===== src/rtl/serial_sub_ctrl_if.sv =====
// Start/done handshake bundle between an operand-issuing master and the
// bit-serial subtractor controller.
interface serial_sub_ctrl_if #(
    parameter int WIDTH = 8
);
    logic             start;
    logic [WIDTH-1:0] a;
    logic [WIDTH-1:0] b;
    logic             bin;
    logic             busy;
    logic             done;
    logic [WIDTH-1:0] diff;
    logic             bout;

    modport master (output start, a, b, bin, input  busy, done, diff, bout);
    modport slave  (input  start, a, b, bin, output busy, done, diff, bout);
endinterface


===== src/rtl/serial_sub_ctrl.sv =====
// Bit-serial subtractor controller: runs one full-subtractor cell over WIDTH
// cycles, LSB first, keeping the borrow between bits in a register.
module serial_sub_ctrl #(
    parameter int WIDTH = 8
) (
    input  logic              clk,
    input  logic              rst_n,
    serial_sub_ctrl_if.slave  bus
);
    localparam int CW = (WIDTH > 1) ? $clog2(WIDTH) : 1;

    typedef enum logic [1:0] {
        IDLE = 2'd0,
        RUN  = 2'd1,
        DONE = 2'd2
    } state_t;

    state_t           state;
    state_t           state_nxt;
    logic [WIDTH-1:0] sa;
    logic [WIDTH-1:0] sb;
    logic [WIDTH-1:0] sd;
    logic             c;
    logic [CW-1:0]    cnt;
    logic [WIDTH-1:0] diff_q;
    logic             bout_q;

    logic             cell_d;
    logic             cell_b;
    logic [WIDTH-1:0] sd_nxt;
    logic             last;

    // Full-subtractor cell; sd_nxt already holds the current bit in its MSB.
    assign cell_d = sa[0] ^ sb[0] ^ c;
    assign cell_b = (~sa[0] & sb[0]) | (~(sa[0] ^ sb[0]) & c);
    assign sd_nxt = WIDTH'({cell_d, sd} >> 1);
    assign last   = (cnt == CW'(WIDTH - 1));

    // NOTE: every variable gets a default before the case so no latch is inferred.
    always_comb begin
        state_nxt = state;
        case (state)
            IDLE:    if (bus.start) state_nxt = RUN;
            RUN:     if (last)      state_nxt = DONE;
            DONE:                   state_nxt = IDLE;
            default:                state_nxt = IDLE;
        endcase
    end

    // NOTE: sequential state uses non-blocking assignments so every register samples pre-edge values.
    always_ff @(posedge clk or negedge rst_n) begin
        if (!rst_n) state <= IDLE;
        else        state <= state_nxt;
    end

    always_ff @(posedge clk or negedge rst_n) begin
        if (!rst_n) begin
            sa     <= '0;
            sb     <= '0;
            sd     <= '0;
            c      <= 1'b0;
            cnt    <= '0;
            diff_q <= '0;
            bout_q <= 1'b0;
        end else begin
            case (state)
                IDLE: begin
                    if (bus.start) begin
                        sa  <= bus.a;
                        sb  <= bus.b;
                        c   <= bus.bin;
                        cnt <= '0;
                    end
                end
                RUN: begin
                    sa <= sa >> 1;
                    sb <= sb >> 1;
                    sd <= sd_nxt;
                    c  <= cell_b;
                    if (last) begin
                        diff_q <= sd_nxt;
                        bout_q <= cell_b;
                    end else begin
                        cnt <= cnt + CW'(1);
                    end
                end
                default: ;
            endcase
        end
    end

    // Status flags decode the state register only, so no input reaches an output combinationally.
    assign bus.busy = (state == RUN);
    assign bus.done = (state == DONE);
    assign bus.diff = diff_q;
    assign bus.bout = bout_q;
endmodule


===== src/flat_wrapper.sv =====
// flat-port wrapper written by rule: the top's interface ports become plain ports
module serial_sub_ctrl_flat 
#(
    parameter int WIDTH = 8
)
  (clk, rst_n, bus_start, bus_a, bus_b, bus_bin, bus_busy, bus_done, bus_diff, bus_bout);
  serial_sub_ctrl_if #(.WIDTH(WIDTH)) bus_i ();
  input  logic clk;
  input  logic rst_n;
  input wire logic [$bits(bus_i.start)-1:0] bus_start;
  input wire logic [$bits(bus_i.a)-1:0] bus_a;
  input wire logic [$bits(bus_i.b)-1:0] bus_b;
  input wire logic [$bits(bus_i.bin)-1:0] bus_bin;
  output wire logic [$bits(bus_i.busy)-1:0] bus_busy;
  output wire logic [$bits(bus_i.done)-1:0] bus_done;
  output wire logic [$bits(bus_i.diff)-1:0] bus_diff;
  output wire logic [$bits(bus_i.bout)-1:0] bus_bout;
  assign bus_i.start = bus_start;
  assign bus_i.a = bus_a;
  assign bus_i.b = bus_b;
  assign bus_i.bin = bus_bin;
  assign bus_busy = bus_i.busy;
  assign bus_done = bus_i.done;
  assign bus_diff = bus_i.diff;
  assign bus_bout = bus_i.bout;
  serial_sub_ctrl #(.WIDTH(WIDTH)) u_core (.clk(clk), .rst_n(rst_n), .bus(bus_i));
endmodule

===== config.mk =====
export PLATFORM = sky130hd
export DESIGN_NAME = serial_sub_ctrl_flat
export DESIGN_NICKNAME = d
export VERILOG_FILES = /design/src/rtl/serial_sub_ctrl_if.sv /design/src/rtl/serial_sub_ctrl.sv /design/src/flat_wrapper.sv
export SDC_FILE = /design/constraint.sdc
export NUM_CORES = 1
export LEC_CHECK = 0
export ABC_CLOCK_PERIOD_IN_PS = 2500
export CAP_MARGIN = 15
export CORE_MARGIN = 5
export CORE_UTILIZATION = 25
export DETAILED_ROUTE_END_ITERATION = 12
export PLACE_DENSITY = 0.44
export SETUP_SLACK_MARGIN = 0.4
export SLEW_MARGIN = 25
export SYNTH_ARGS = -nofsm -noshare
export SYNTH_HDL_FRONTEND = slang
export SYNTH_SLANG_ARGS = --single-unit

===== constraint.sdc =====
create_clock -name clk -period 2.5 [get_ports clk]
set_clock_uncertainty 0.2 [all_clocks]
set_input_delay 0.375 -clock clk [delete_from_list [all_inputs] [get_ports clk]]
set_output_delay 0.375 -clock clk [all_outputs]
set_load 0.01 [all_outputs]

==> results by group <==
Min path
  • HP Class: primary input to asynchronous set/reset pin

Clocking
  • CTS sink count: 38
  • Clock transition at path regs: 0.08 ns
  • CTS Buffer Depth: 2
  • Hold buffers post-CTS: 0
  • CTS buffer count: 5
  • CTS tree: done
  • Root Driver: clkbuf_8
  • Worst-skew pair later-pin latency: 0.29 ns
  • H-tree depth: 2

Setup path
  • Flop-to-flop setup slack: 0.66 ns
  • CP required: 1.92 ns
  • Worst setup EP type: primary output
  • Startpoint types: register
  • Setup CP Type: register to primary output
  • Max FO, Critical Path: 6
  • CP arrival: 1.46 ns

STA
  • # setup viols final: 0
  • Final WS setup: 0.464 ns
  • Fin Setup TNS: 0 ns
  • Final Hold Fails: 31
  • Fmax: 491 MHz
  • Worst slew margin: 0.438
  • Worst-case hold slack: -0.0131 ns
  • Slew Limit Fails: 0
  • Crit path time final: 2.04 ns
  • RSZ-0062 raised after global routing: no
  • Worst slew pin tran: 0.843 ns
  • Final worst-path cycle share: 0.815

Synth
  • Mapped Area: 0.00171 mm²
  • Synth top area cells: dfrtp_1 56%, mux2_2 11%, a22o_1 4.1%, a211oi_2 3.7%, a2bb2oi_1 3.6%
  • Leading area contributor after synthesis: dfrtp_1
  • Mapped Avg Cell Area: 12.6 µm²
  • Post-synth EDFFs: 0
  • Area share of the largest cell type after synthesis: 0.556
  • Synth cell types: 24
  • Seq cells post-synth: 38
  • Synth Flop Type: dfrtp_1
  • Count leader, synth: dfrtp_1
  • Synth cell count leaders: 38 x dfrtp_1, 16 x mux2_2, 10 x inv_1
  • Synth Warn #: 0
  • Seq/Total Area, Yosys: 0.556
  • FFs w/ async S/R, synth: 1.00
  • Synth Net Count: 159
  • Cells after Synth: 136

Run status
  • Failing checks: hold timing
  • Status: finished with violations

Placement
  • Worst slack, placed: 0.401 ns
  • Port bufs: 30
  • Gpl congestion: 0.664
  • Placed Instances: 240
  • DP Wirelength: 2690 µm

Drt
  • 1st-iter DRT viols: 75
  • Via count: 1162
  • Wire length per cell: 15.1 µm
  • Pre-antenna DRT Iters: 4
  • Antenna Nets Post-Route: 0
  • Remaining DRCs: 0
  • Via density per instance: 4.61
  • Final wirelength: 3790 µm

GRT
  • Vias in the first global route: 1306
  • Global-route wire length before repair: 6460 µm
  • Initial antenna violation count: 0
  • Global route overflow: 0
  • Largest net degree at the start of global routing: 39
  • All-layer global routing usage: 0.0957

Cells and area
  • Final Non-Filler Cells: 252
  • Layout cells sized above 1: 0.233
  • Post-layout util: 0.336
  • Layout area overhead: 31.7%
  • Diode count: 0
  • Final nets: 194

Die
  • I/O pins: 31
  • Die area: 0.00860 mm²
  • Number of cell rows: 30
  • Die W: 92.7 µm
  • Core area: 0.00672 mm²
  • Die Span Y: 92.7 µm
  • Starting Density: 0.255

Power
  • Leakage: 0.992 nW
  • Power Dens Cells: 1270 mW/mm²
  • Max VDD drop: 0.326 mV

Run
  • Max-Cap Viols: 0
## metrics by stage
stage | total power [mW] | instance area (µm²)
2_1_floorplan | 1.84 | 1710
3_3_place_gp | 2.19 | 2080
3_5_place_dp | 2.24 | 2080
4_1_cts | 2.91 | 2240
5_1_grt | 3.08 | 2250
6_report | 2.85 | 2250
## final timing paths
kind	startpoint	endpoint	depth (start not counted)
setup reg to reg	u_core.cnt[0]	u_core.bus.diff[6]	5
min in group clk	u_core.bus.diff[0]	u_core.bus.diff[0]	1
setup / recovery	u_core.state[1]	bus_busy	2
max in group asynchronous	rst_n	u_core.state[0]	1
hold reg to reg	u_core.bus.diff[0]	u_core.bus.diff[0]	1
hold / removal	rst_n	u_core.bus.diff[6]	1
## worst max-delay path, cell delays in order, from the launching register on
cell and delay, ns:
dfrtp_2 0.46, nor2b_2 0.16, clkdlybuf4s50_1 0.55
## kinds of logic after synthesis
kind of cell | after synthesis | share of synthesized area
buf+inv | 19 | 0.0512
fa+ha+maj | 3 | 0.0263
simple gates | 26 | 0.0848
mux | 16 | 0.105
flops | 38 | 0.556
compound gates | 34 | 0.177
## area by class of cell
class,count,area [µm²]
tap,80,100
fill,676,4460
sequential,38,953
clock buffer,5,68.8
multi-input combinational,79,676
timing repair buffer,37,350
clock inverter,3,68.8
inverter,10,37.5
## state kept, by name (all words and copies together), names as in the netlist
register / cells
u_core.sb: 8
u_core.c: 1
u_core.sd: 7
u_core.bus.bout: 1
u_core.sa: 8
u_core.state: 2
u_core.bus.diff: 8
u_core.cnt: 3
## cell usage in the layout, fill, tap and decap left out, types with 2 or more instances in the layout
master and count:
a211oi_2 5, a221o_1 2, a22o_1 8, a2bb2oi_1 7, buf_4 7, bufinv_16 2, clkbuf_8 5, clkdlybuf4s50_1 28
dfrtp_1 36, dfrtp_2 2, ha_1 2, inv_1 10, mux2_2 16, nand2_1 3, nand2b_1 4, nor2_1 4
nor3_1 6, nor3b_1 5, o21ai_0 3, o22a_1 7
## where the power goes
part | total, mW | internal, mW | switching (mW)
Clock | 0.629 | 0.400 | 0.229
Combinational | 1.14 | 0.660 | 0.483
Sequential | 1.08 | 0.914 | 0.168
Total | 2.85 | 1.97 | 0.880
## what timing repair did
item	CTS	global route
gates resized for setup	3	1
buffers inserted	2	2
endpoints found under the setup margin	2	9
pin swaps	0	1
## metal layers
layer  wire [µm]  up-vias  GRT usage
li1            -      562          -
met1        1880      567      0.122
met2        1690       31      0.153
met3         208        2     0.0325
met4          14        0     0.0293
met5           0        -          0
Power figures use the tool's default switching activity.
